==> config.mk <==
export PLATFORM = sky130hd
export DESIGN_NAME = sqrt_fp_iter_flat
export DESIGN_NICKNAME = d
export VERILOG_FILES = /design/src/rtl/sqrt_fp_iter_if.sv /design/src/rtl/sqrt_fp_iter.sv /design/src/flat_wrapper.sv
export SDC_FILE = /design/constraint.sdc
export NUM_CORES = 1
export LEC_CHECK = 0
export CAP_MARGIN = 20
export CORE_MARGIN = 4
export CORE_UTILIZATION = 54
export DETAILED_ROUTE_END_ITERATION = 16
export PLACE_DENSITY = 0.76
export SLEW_MARGIN = 20
export SYNTH_ARGS = -nofsm -noshare
export SYNTH_HDL_FRONTEND = slang
export SYNTH_SLANG_ARGS = --single-unit
==> constraint.sdc <==
create_clock -name clk_i -period 3 [get_ports clk_i]
set_clock_uncertainty 0.05 [all_clocks]
set_input_delay 0.3 -clock clk_i [delete_from_list [all_inputs] [get_ports clk_i]]
set_output_delay 0.3 -clock clk_i [all_outputs]
set_load 0.005 [all_outputs]
==> src/rtl/sqrt_fp_iter_if.sv <==
// Operand/result handshake bundle for the iterative floating-point square root.
// The slave side is the sqrt unit; the master side is whoever feeds operands
// and consumes results.
interface sqrt_fp_iter_if #(
    parameter int W = 16
);
    logic         in_valid;
    logic         in_ready;
    logic [W-1:0] in_data;
    logic         out_valid;
    logic         out_ready;
    logic [W-1:0] out_data;
    logic         is_nan;
    logic         is_pinf;
    logic         is_inval;
    logic         busy;

    modport master (
        output in_valid, in_data, out_ready,
        input  in_ready, out_valid, out_data, is_nan, is_pinf, is_inval, busy
    );

    modport slave (
        input  in_valid, in_data, out_ready,
        output in_ready, out_valid, out_data, is_nan, is_pinf, is_inval, busy
    );
endinterface

==> src/rtl/sqrt_fp_iter.sv <==
// Iterative IEEE-754 square root, one root bit per cycle (restoring recurrence),
// round-to-nearest-even, with optional subnormal normalisation.
//
// state  | meaning
// -------+---------------------------------------------------------------
// IDLE   | waiting for an operand, in_ready high
// PREP   | classify operand, normalise significand, halve exponent
// ITER   | MAN_W+2 recurrence steps (integer bit, MAN_W fraction, guard)
// ROUND  | RNE on guard/sticky/lsb; special results simply pass through
// DONE   | result presented until the consumer takes it
module sqrt_fp_iter #(
    parameter int EXP_W   = 5,
    parameter int MAN_W   = 10,
    parameter int SUBNORM = 1
) (
    input  logic           clk_i,
    input  logic           rst_n_i,
    sqrt_fp_iter_if.slave  fp_io
);

    localparam int W      = 1 + EXP_W + MAN_W;
    localparam int BIAS   = 2**(EXP_W-1) - 1;
    localparam int ROOT_W = MAN_W + 2;
    localparam int REM_W  = MAN_W + 4;
    localparam int RAD_W  = 2 * ROOT_W;
    localparam int XW     = EXP_W + 2;
    localparam int CNT_W  = $clog2(MAN_W + 2) + 1;
    localparam int LZ_W   = $clog2(MAN_W) + 1;

    localparam logic [W-1:0] QNAN = {1'b0, {EXP_W{1'b1}}, 1'b1, {(MAN_W-1){1'b0}}};
    localparam logic [W-1:0] PINF = {1'b0, {EXP_W{1'b1}}, {MAN_W{1'b0}}};

    typedef enum logic [2:0] {
        S_IDLE,
        S_PREP,
        S_ITER,
        S_ROUND,
        S_DONE
    } state_e;

    state_e             state_q, state_d;
    logic [W-1:0]       op_q, op_d;
    logic [RAD_W-1:0]   rad_q, rad_d;
    logic [REM_W-1:0]   rem_q, rem_d;
    logic [ROOT_W-1:0]  root_q, root_d;
    logic [CNT_W-1:0]   cnt_q, cnt_d;
    logic [XW-1:0]      exp_q, exp_d;
    logic [W-1:0]       res_q, res_d;
    logic               nan_q, nan_d;
    logic               pinf_q, pinf_d;
    logic               inval_q, inval_d;
    logic               special_q, special_d;

    // operand fields
    logic               op_sign;
    logic [EXP_W-1:0]   op_exp;
    logic [MAN_W-1:0]   op_man;
    logic               exp_zero;
    logic               exp_ones;
    logic               man_zero;

    assign op_sign  = op_q[W-1];
    assign op_exp   = op_q[W-2:MAN_W];
    assign op_man   = op_q[MAN_W-1:0];
    assign exp_zero = (op_exp == '0);
    assign exp_ones = &op_exp;
    assign man_zero = (op_man == '0);

    // leading-zero count of the stored mantissa (highest set bit wins)
    logic [LZ_W-1:0] lz;
    always_comb begin
        lz = '0;
        for (int i = 0; i < MAN_W; i++) begin
            if (op_man[i]) begin
                lz = LZ_W'(MAN_W - 1 - i);
            end
        end
    end

    // normalise significand, make the unbiased exponent even, halve it
    logic [MAN_W:0]    sig_sub;
    logic [MAN_W:0]    sig_pre;
    logic [ROOT_W-1:0] sig2;
    logic [XW-1:0]     exp_unb;
    logic [XW-1:0]     exp_even;
    logic [XW-1:0]     exp_res;
    always_comb begin
        sig_sub = {1'b0, op_man} << (lz + LZ_W'(1));
        if (exp_zero) begin
            // subnormal: value = m * 2^(1-bias-MAN_W); leading 1 moved to bit MAN_W
            sig_pre = sig_sub;
            exp_unb = XW'(0) - XW'(BIAS) - XW'(lz);
        end else begin
            sig_pre = {1'b1, op_man};
            exp_unb = {2'b00, op_exp} - XW'(BIAS);
        end
        // odd exponent: radicand doubled into [2,4) so the exponent halves exactly
        if (exp_unb[0]) begin
            sig2 = {sig_pre, 1'b0};
        end else begin
            sig2 = {1'b0, sig_pre};
        end
        exp_even = exp_unb - XW'(exp_unb[0]);
        exp_res  = {exp_even[XW-1], exp_even[XW-1:1]} + XW'(BIAS);
    end

    // one restoring step: bring down two radicand bits, try (4q+1)
    logic [REM_W-1:0] rem_sh;
    logic [REM_W-1:0] trial;
    logic [REM_W:0]   diff;
    always_comb begin
        rem_sh = {rem_q[REM_W-3:0], rad_q[RAD_W-1 -: 2]};
        trial  = {root_q, 2'b01};
        diff   = {1'b0, rem_sh} - {1'b0, trial};
    end

    // round to nearest even; a carry out renormalises to man=0, exp+1
    logic           rnd_up;
    logic [MAN_W:0] man_sum;
    logic [XW-1:0]  exp_rnd;
    logic [W-1:0]   res_rnd;
    always_comb begin
        rnd_up  = root_q[0] & ((|rem_q) | root_q[1]);
        man_sum = {1'b0, root_q[MAN_W:1]} + {{MAN_W{1'b0}}, rnd_up};
        exp_rnd = exp_q + XW'(man_sum[MAN_W]);
        res_rnd = {1'b0, exp_rnd[EXP_W-1:0], man_sum[MAN_W-1:0]};
    end

    logic unused_bits;
    assign unused_bits = ^{exp_even[0], exp_rnd[XW-1:EXP_W], root_q[ROOT_W-1]};

    // next-state and datapath control
    always_comb begin
        state_d   = state_q;
        op_d      = op_q;
        rad_d     = rad_q;
        rem_d     = rem_q;
        root_d    = root_q;
        cnt_d     = cnt_q;
        exp_d     = exp_q;
        res_d     = res_q;
        nan_d     = nan_q;
        pinf_d    = pinf_q;
        inval_d   = inval_q;
        special_d = special_q;

        unique case (state_q)
            S_IDLE: begin
                if (fp_io.in_valid) begin
                    op_d    = fp_io.in_data;
                    state_d = S_PREP;
                end
            end

            S_PREP: begin
                nan_d     = 1'b0;
                pinf_d    = 1'b0;
                inval_d   = 1'b0;
                special_d = 1'b1;
                // specials skip ITER but still spend one cycle in ROUND
                state_d   = S_ROUND;
                if (exp_ones && !man_zero) begin
                    res_d   = QNAN;
                    nan_d   = 1'b1;
                    inval_d = ~op_man[MAN_W-1];
                end else if (exp_ones) begin
                    if (op_sign) begin
                        res_d   = QNAN;
                        nan_d   = 1'b1;
                        inval_d = 1'b1;
                    end else begin
                        res_d  = PINF;
                        pinf_d = 1'b1;
                    end
                end else if (exp_zero && (man_zero || SUBNORM == 0)) begin
                    res_d = {op_sign, {(W-1){1'b0}}};
                end else if (op_sign) begin
                    res_d   = QNAN;
                    nan_d   = 1'b1;
                    inval_d = 1'b1;
                end else begin
                    special_d = 1'b0;
                    rad_d     = {sig2, {ROOT_W{1'b0}}};
                    rem_d     = '0;
                    root_d    = '0;
                    cnt_d     = CNT_W'(MAN_W + 1);
                    exp_d     = exp_res;
                    state_d   = S_ITER;
                end
            end

            S_ITER: begin
                rad_d = {rad_q[RAD_W-3:0], 2'b00};
                if (!diff[REM_W]) begin
                    rem_d = diff[REM_W-1:0];
                end else begin
                    rem_d = rem_sh;
                end
                root_d = {root_q[ROOT_W-2:0], ~diff[REM_W]};
                cnt_d  = cnt_q - CNT_W'(1);
                if (cnt_q == '0) begin
                    state_d = S_ROUND;
                end
            end

            S_ROUND: begin
                if (!special_q) begin
                    res_d = res_rnd;
                end
                state_d = S_DONE;
            end

            S_DONE: begin
                if (fp_io.out_ready) begin
                    state_d = S_IDLE;
                end
            end

            default: state_d = S_IDLE;
        endcase
    end

    // state and datapath registers
    always_ff @(posedge clk_i or negedge rst_n_i) begin
        if (!rst_n_i) begin
            state_q   <= S_IDLE;
            op_q      <= '0;
            rad_q     <= '0;
            rem_q     <= '0;
            root_q    <= '0;
            cnt_q     <= '0;
            exp_q     <= '0;
            res_q     <= '0;
            nan_q     <= 1'b0;
            pinf_q    <= 1'b0;
            inval_q   <= 1'b0;
            special_q <= 1'b0;
        end else begin
            state_q   <= state_d;
            op_q      <= op_d;
            rad_q     <= rad_d;
            rem_q     <= rem_d;
            root_q    <= root_d;
            cnt_q     <= cnt_d;
            exp_q     <= exp_d;
            res_q     <= res_d;
            nan_q     <= nan_d;
            pinf_q    <= pinf_d;
            inval_q   <= inval_d;
            special_q <= special_d;
        end
    end

    logic done;
    assign done = (state_q == S_DONE);

    assign fp_io.in_ready  = (state_q == S_IDLE);
    assign fp_io.out_valid = done;
    assign fp_io.out_data  = done ? res_q : '0;
    assign fp_io.is_nan    = done & nan_q;
    assign fp_io.is_pinf   = done & pinf_q;
    assign fp_io.is_inval  = done & inval_q;
    assign fp_io.busy      = (state_q != S_IDLE);

endmodule
==> src/flat_wrapper.sv <==
// flat-port wrapper written by rule: the top's interface ports become plain ports
module sqrt_fp_iter_flat 
#(
    parameter int EXP_W   = 5,
    parameter int MAN_W   = 10,
    parameter int SUBNORM = 1
)
  (clk_i, rst_n_i, fp_io_in_valid, fp_io_in_data, fp_io_out_ready, fp_io_in_ready, fp_io_out_valid, fp_io_out_data, fp_io_is_nan, fp_io_is_pinf, fp_io_is_inval, fp_io_busy);
  sqrt_fp_iter_if fp_io_i ();
  input  logic clk_i;
  input  logic rst_n_i;
  input wire logic [$bits(fp_io_i.in_valid)-1:0] fp_io_in_valid;
  input wire logic [$bits(fp_io_i.in_data)-1:0] fp_io_in_data;
  input wire logic [$bits(fp_io_i.out_ready)-1:0] fp_io_out_ready;
  output wire logic [$bits(fp_io_i.in_ready)-1:0] fp_io_in_ready;
  output wire logic [$bits(fp_io_i.out_valid)-1:0] fp_io_out_valid;
  output wire logic [$bits(fp_io_i.out_data)-1:0] fp_io_out_data;
  output wire logic [$bits(fp_io_i.is_nan)-1:0] fp_io_is_nan;
  output wire logic [$bits(fp_io_i.is_pinf)-1:0] fp_io_is_pinf;
  output wire logic [$bits(fp_io_i.is_inval)-1:0] fp_io_is_inval;
  output wire logic [$bits(fp_io_i.busy)-1:0] fp_io_busy;
  assign fp_io_i.in_valid = fp_io_in_valid;
  assign fp_io_i.in_data = fp_io_in_data;
  assign fp_io_i.out_ready = fp_io_out_ready;
  assign fp_io_in_ready = fp_io_i.in_ready;
  assign fp_io_out_valid = fp_io_i.out_valid;
  assign fp_io_out_data = fp_io_i.out_data;
  assign fp_io_is_nan = fp_io_i.is_nan;
  assign fp_io_is_pinf = fp_io_i.is_pinf;
  assign fp_io_is_inval = fp_io_i.is_inval;
  assign fp_io_busy = fp_io_i.busy;
  sqrt_fp_iter #(.EXP_W(EXP_W), .MAN_W(MAN_W), .SUBNORM(SUBNORM)) u_core (.clk_i(clk_i), .rst_n_i(rst_n_i), .fp_io(fp_io_i));
endmodule
==> summary.md <==
| Metric | Value |
|---|---|
| Slew Viols, Final | `0` |
| Worst relative slew slack | `0.4976` |
| Pre-CTS WS | `0.005307 ns` |
| Placeable Area | `10370 µm²` |
| Top FF cell, synth | `dfrtp_1` |
| Die area | `12460 µm²` |
| Critical path startpoint | `u_core.op_q[4]` |
| Power Density | `1269 nW/µm²` |
| Finished Cell Area | `6937 µm²` |
| Async set-reset flop share out of synthesis | `1.000` |
| Yosys warns | `0` |
| Hold Startpoint | `u_core.res_q[4]` |
| WP data arrival | `3.25 ns` |
| Hold Crit Class | `reg2reg` |
| Reg2reg end | `u_core.rad_q[15]` |
| Gr usage total | `0.2295` |
| Vias | `5070` |
| Final hold vios | `0` |
| IO Port Bufs | `41` |
| Kind of critical path | `reg2reg` |
| Unrepaired setup endpoints after global routing | `yes` |
| CTS tree | `yes` |
| Routed Antenna Nets | `0` |
| Clock Sink Count | `87` |
| Remaining DRCs | `0` |
| CP required | `3.24 ns` |
| Detail Placement HPWL | `10180 µm` |
| Final setup fails | `1` |
| Sequential cell area fraction in the yosys report | `0.3756` |
| Worst hold margin | `0.4217 ns` |
| Die Span Y | `111.6 µm` |
| Netlist cell types | `70` |
| Hold Path Sink | `u_core.res_q[4]` |
| Die Width | `111.6 µm` |
| Diode count | `0` |
| Pin count of the biggest net entering global routing | `49` |
| Period minus WS final | `3.013 ns` |
| Worst-skew pair later-pin latency | `0.37 ns` |
| Share of post-route cells with drive strength above 1 | `0.1626` |
| Core Rows | `37` |
| Clk buf depth | `2` |
| Highest ir drop seen on vdd | `0.7905 mV` |
| Maxcap violations | `0` |
| Register-to-Register Path Depth | `12` |
| Status | `finished with violations` |
| Total global routing overflow | `0` |
| Failing checks | `setup timing` |
| Starting Density | `0.5590` |
| TritonCTS Buffers | `9` |
| Critical path fanouts, max | `8` |
| Synth Area per Inst | `8.770 µm²` |
| Reg-to-Reg Start | `u_core.op_q[4]` |
| Worst reg-to-reg setup slack | `-0.01 ns` |
| Post-synth EDFFs | `0` |
| Total power | `0.008804 W` |
| Hold path depth | `2` |
| Vias per cell | `5.841` |
| Cell area after placement | `6545 µm²` |
| Clock root buffer | `clkbuf_8` |
| Detailed Routing Iterations Pass 1 | `5` |
| Wirelength per Cell | `16.10 µm` |
| Yosys reg bits | `87` |
| NumNets Final | `772` |
| Boundary pin count | `42` |
| Gp weighted congestion | `0.9354` |
| Final Util | `0.6689` |
| Clock-pin slew on the worst setup and hold paths | `0.09 ns` |
| Post-synthesis cell area | `5797 µm²` |
| Max frequency | `0.3319 GHz` |
| Initial antenna violation count | `0` |
| Leakage power | `2.968 nW` |
| CTS HTree Levels | `3` |
| Area Growth Syn to Fin | `19.66%` |
| Syn_nets | `706` |
| Synth Instances | `661` |
| Final worst slack | `-0.01275 ns` |
| Wirelength, routed | `13980 µm` |
| Slew @ Worst Pin | `0.7536 ns` |
| Startpoint Class | `flip-flop` |
| Vias in the first global route | `5041` |
| DRT iter0 DRCs | `290` |
| Crit end category | `flip-flop` |
| Final period util | `1.004` |
| First-pass GRT wire length | `23900 µm` |
## Yosys cell counts (2+ instances only)
cell type	instances	area [µm²]
dfrtp_1	87	2177
nand2_1	74	277.8
o21ai_0	65	325.3
nor2_1	47	176.4
nand3_1	36	180.2
clkbuf_1	30	112.6
a21oi_1	26	130.1
xnor2_1	26	227.7
ha_1	25	312.8
inv_1	25	93.84
and2_1	22	137.6
mux2i_1	19	190.2
o31ai_1	16	120.1
mux2_2	14	157.7
nor3_1	12	60.06
o211ai_1	12	90.09
buf_2	10	50.05
nor2b_1	9	56.30
xor2_1	8	70.07
nand2b_1	6	37.54
nor4_1	6	37.54
a21o_1	5	37.54
a22oi_1	5	37.54
a221oi_1	4	35.03
a41oi_1	4	35.03
o21a_1	4	30.03
o21ai_1	4	20.02
a311o_1	3	30.03
a32o_1	3	30.03
and3_1	3	18.77
nand4_1	3	18.77
a211oi_1	2	15.01
clkinv_1	2	7.510
nor3b_1	2	15.01
nor4_2	2	25.02
nor4b_1	2	17.52
o21ai_2	2	17.52
o311ai_0	2	17.52
o31ai_2	2	25.02
or3_1	2	12.51
## worst max-delay path by stage
stage | endpoint | slack (ns) | depth (start not counted)
3_5_place_dp | u_core.rem_q[12] | 0.005 | 11
6_report | u_core.rad_q[15] | -0.01 | 12
4_1_cts | u_core.rem_q[12] | 0.005 | 11
2_1_floorplan | u_core.rad_q[20] | 0.01 | 12
3_3_place_gp | u_core.rem_q[12] | 0.0006 | 11
5_1_grt | u_core.rad_q[22] | -0.08 | 12
## registers in the layout (all words and copies together), names as in the netlist, 3 cells and up
signal          cells
u_core.op_q        16
u_core.root_q      12
u_core.rad_q       12
u_core.cnt_q        5
u_core.rem_q       14
u_core.exp_q        5
u_core.res_q       16
u_core.state_q      3
## per-layer routing
metal	routed length, µm	up-vias	track usage
li1	-	2492	-
met1	6071	2428	0.2857
met2	7075	127	0.4049
met3	544	23	0.03424
met4	286	0	0.08354
met5	0	-	0
## cell type report
class | count | area [µm²]
timing repair buffer | 96 | 845.8
fill | 867 | 3433
sequential | 87 | 2180
clock buffer | 12 | 145.1
tap | 136 | 170.2
inverter | 28 | 105.1
clock inverter | 4 | 30.03
multi-input combinational | 505 | 3461
## per-stage QoR
step,std cells,TNS (ns)
floorplan,661,0
global placement,837,0
detailed placement,837,0
CTS,854,0
global route,868,-0.3660
finish,868,-0.01275
## power by group
group | switching [W] | internal (W) | leakage [nW] | total [W]
combinational | 0.00321 | 0.00272 | 1.77 | 0.00593
clock | 0.000429 | 0.000328 | 0.0870 | 0.000756
sequential | 0.000458 | 0.00166 | 1.11 | 0.00211
## cells by family (layout without fill, tap and decap cells)
family                     Yosys count  after routing  synth area share
and+or+nand+nor                    236            236            0.2010
AOI/OAI and AO/OA                  174            174            0.1999
DFF                                 87             87            0.3756
buffers and inverters               69            140           0.04684
xor gates and xnor gates            36             36           0.05893
muxes                               34             34           0.06389
adders and majority gates           25             25           0.05396
## critical path, stage by stage (launching register included)
cell and delay [ns]:
dfrtp_1 0.44, buf_4 0.16, buf_4 0.14, nor4_4 0.20, and2b_2 0.28, ha_1 0.24
o211ai_4 0.16, xor2_4 0.32, buf_4 0.17, nand3_1 0.07, o21ai_0 0.41, o211ai_1 0.15
a21oi_1 0.15
## layout by cell type (no fill, tap or decap), types with 3 or more instances in the layout
master | netlist | final
inv_1 | 25 | 24
o211ai_1 | 12 | 12
nor4_1 | 6 | 6
o21ai_1 | 4 | 5
a221oi_1 | 4 | 4
a32o_1 | 3 | 3
and3_1 | 3 | 3
a21o_1 | 5 | 5
o21ai_0 | 65 | 64
o31ai_1 | 16 | 16
nand2b_1 | 6 | 5
a41oi_1 | 4 | 4
inv_2 | 1 | 4
o21a_1 | 4 | 4
nor3_1 | 12 | 12
nand3_1 | 36 | 36
xnor2_1 | 26 | 26
buf_4 | 0 | 52
nand2_1 | 74 | 74
mux2_2 | 14 | 13
nor2b_1 | 9 | 8
a311o_1 | 3 | 3
xor2_1 | 8 | 8
ha_1 | 25 | 24
a21oi_1 | 26 | 23
nand4_1 | 3 | 3
dfrtp_1 | 87 | 85
clkbuf_8 | 0 | 10
nor2_1 | 47 | 46
and2_1 | 22 | 22
a22oi_1 | 5 | 5
a21oi_2 | 0 | 3
clkdlybuf4s50_1 | 0 | 40
mux2i_1 | 19 | 18
## timing repair
action                     in CTS  in global routing
hold endpoints to repair       47                  0
hold buffers                    1                  0
buffers inserted                0                 14
pin swaps                       1                 16
resized for setup               5                 20
setup endpoints to repair       2                 23
(Power assumes the default switching activity.)
==> edit (config.mk and constraints unchanged) <==
`op_q` and `res_q` no longer have a reset.
--- a/src/rtl/sqrt_fp_iter.sv
+++ b/src/rtl/sqrt_fp_iter.sv
@@ -224,31 +224,32 @@
     always_ff @(posedge clk_i or negedge rst_n_i) begin
         if (!rst_n_i) begin
             state_q   <= S_IDLE;
-            op_q      <= '0;
             rad_q     <= '0;
             rem_q     <= '0;
             root_q    <= '0;
             cnt_q     <= '0;
             exp_q     <= '0;
-            res_q     <= '0;
             nan_q     <= 1'b0;
             pinf_q    <= 1'b0;
             inval_q   <= 1'b0;
             special_q <= 1'b0;
         end else begin
             state_q   <= state_d;
-            op_q      <= op_d;
             rad_q     <= rad_d;
             rem_q     <= rem_d;
             root_q    <= root_d;
             cnt_q     <= cnt_d;
             exp_q     <= exp_d;
-            res_q     <= res_d;
             nan_q     <= nan_d;
             pinf_q    <= pinf_d;
             inval_q   <= inval_d;
             special_q <= special_d;
         end
+    end
+
+    always_ff @(posedge clk_i) begin
+        op_q  <= op_d;
+        res_q <= res_d;
     end
 
     logic done;
Check against the original RTL: no difference found for any inputs over 4 cycles, from zero or initial values and one cycle with rst_n_i low; that may be too few to reach the edited logic, so the function may still have changed.
==> edit against the original RTL <==
  * Routed wire length decreased by 6.7%
  * Sequential power shrank 3%
  * Final area decreased by 5.6%
  * Fmax grew 5.4%
  * Synthesized cell count is 8.5% lower
  * Sequential cell count unchanged
  * Area after synthesis decreased by 3.0%
  * Critical path depth fell by 4
  * First-iteration DRC count decreased by 2.8%
  * Count of clock-buffer cells in the layout is the same
  * Total power shrank 25%
  * Worst setup slack improved by 0.15 ns
  * Clock power increased by 7.0%
==> edit: results (changes against the original RTL) <==
| Metric | Value |
|---|---|
| Initial antenna violation count | `0 (unchanged)` |
| Top cells by area, synth | `dfrtp_1 (24%), edfxtp_1 (17%), ha_1 (5.6%)` |
| DR WL met3 | `779 um (+43%)` |
| DPL Wire Length | `9650 um (-5.2%)` |
| Worst hold path class | `input port to asynchronous set/reset pin` |
| Port buffer count | `41 (unchanged)` |
| Top flop regs | `u_core.op_q x16, u_core.res_q x16, u_core.rem_q x14` |
| Syn nets | `650 (-7.9%)` |
| Metal-1 WL | `5950 um (-2.0%)` |
| Global-route wire length before repair | `21500 um (-10%)` |
| Hold buffers post-CTS | `1 (unchanged)` |
| Clock latency at the later pin of the worst-skew pair | `0.37 ns (about the same)` |
| Tot GR Track Use | `22.7% (-0.23 points)` |
| Worst EP arrival | `3.03 ns (-0.22 ns)` |
| Worst slack at placement | `0.0968 ns (+0.0915 ns)` |
| Routability cong. | `0.959 (+2.5%)` |
| Post-synth EDFFs | `32 (+32)` |
| Sequential area share after synthesis | `41.6% (+4.0 points)` |
| VDD IR max | `415 uV (-47%)` |
| Ys Warns | `0 (unchanged)` |
| Via density | `5.98 (+2.4%)` |
| Leak pwr | `2.70 nW (-9.0%)` |
| Clk Tree Root Cell | `clkbuf_8` |
| 1st-iter DRT viols | `282 (-2.8%)` |
| Diode count | `0 (unchanged)` |
| Top cells by count, synth | `dfrtp_1 (55), o21ai_0 (55), nand2_1 (47)` |
| GR Layer Usage met1 | `32.6% (+4.0 points)` |
| CP top delay family | `simple AND/OR/NAND/NOR gates` |
| Reg clk slew, reported paths | `0.09 ns (about the same)` |
| Status | `completed` |
| Worst relative slew slack | `58.5% (+8.7 points)` |
| CTS max path bufs | `2 (unchanged)` |
| Vias in the first global route | `4455 (-12%)` |
| Slowest-stage cell, CP | `or4_1` |
| DRT Pass-1 Iters | `6 (+1)` |
| GR met3 Demand/Resource | `3.20% (-0.22 points)` |
| Layout cells sized above 1 | `12.3% (-4.0 points)` |
| CP Max Fanout | `10 (+2)` |
| Critical path's largest stage delay | `0.65 ns (+0.21 ns)` |
| Cts bufs inserted | `9 (unchanged)` |
| Fin nets | `708 (-8.3%)` |
| Top sig layer | `met4` |
| Post_cts resized | `0 (-5)` |
| Async S/R FF share, synth | `63.2% (-37 points)` |
| H-Tree Depth | `3 (unchanged)` |
| Met2 Resource Use GR | `34.4% (-6.1 points)` |
| Postcts setup bufs | `0 (unchanged)` |
| Maximum number of pins on one net before global-route repair | `40 (-18%)` |
| Wirelength per Cell | `16.3 um (+1.1%)` |
| Met2 Routed Length | `5930 um (-16%)` |
| Yosys cell types | `73 (+4.3%)` |
edit: cell count changes after synthesis, moves of 6 or more:
cell      delta
inv_1       +10
edfxtp_1    +32
dfrtp_1     -32
o21ai_0     -10
mux2i_1      -6
mux2_2       -8
clkbuf_1    -10
nand2_1     -27
o31ai_1      -9
edit: metrics by stage:
stage                     instance area (um^2)  std cells  hold WS (ns)
after global routing                      6550        801         0.413
after CTS                                 6500        795         0.414
final                                     6550        801         0.426
after detailed placement                  6290        778         0.298
after floorplan                           5620        605       -0.0456
after global placement                    6290        778         0.297
edit: report_power, final:
part / internal, W / switching, W
sequential: 0.00168 / 0.000360
clock: 0.000375 / 0.000434
combinational: 0.00166 / 0.00209
total: 0.00372 / 0.00289
edit: path summary, 6_finish.rpt:
check / to / depth (start not counted) / slack, ns / startpoint
max: u_core.rad_q[18] / 8 / 0.14 / u_core.op_q[11]
min: u_core.root_q[11] / 2 / 0.43 / rst_n_i
max reg2reg: u_core.rad_q[18] / 8 / 0.14 / u_core.op_q[11]
min reg2reg: u_core.pinf_q / 2 / 0.43 / u_core.pinf_q
max in group asynchronous: u_core.pinf_q / 3 / 1.65 / rst_n_i
min in group clk_i: u_core.op_q[6] / 1 / 0.43 / fp_io_in_data[6]
edit: cell families after synthesis:
logic type	count (synthesis)	share of synthesized area, %
AO/OA/AOI/OAI	160	18.8
XOR/XNOR	35	5.79
adder cells (fa/ha/maj)	25	5.56
buffers and inverters	70	5.12
flip-flops	87	41.6
multiplexers	20	3.92
AND/OR/NAND/NOR	208	19.2
edit: area by class of cell:
type,instances,area (um^2)
fill,814,3410
multi-input combinational,448,3010
sequential,87,2340
timing repair buffer,81,708
clock buffer,12,166
tap,133,166
inverter,36,135
clock inverter,4,26.3
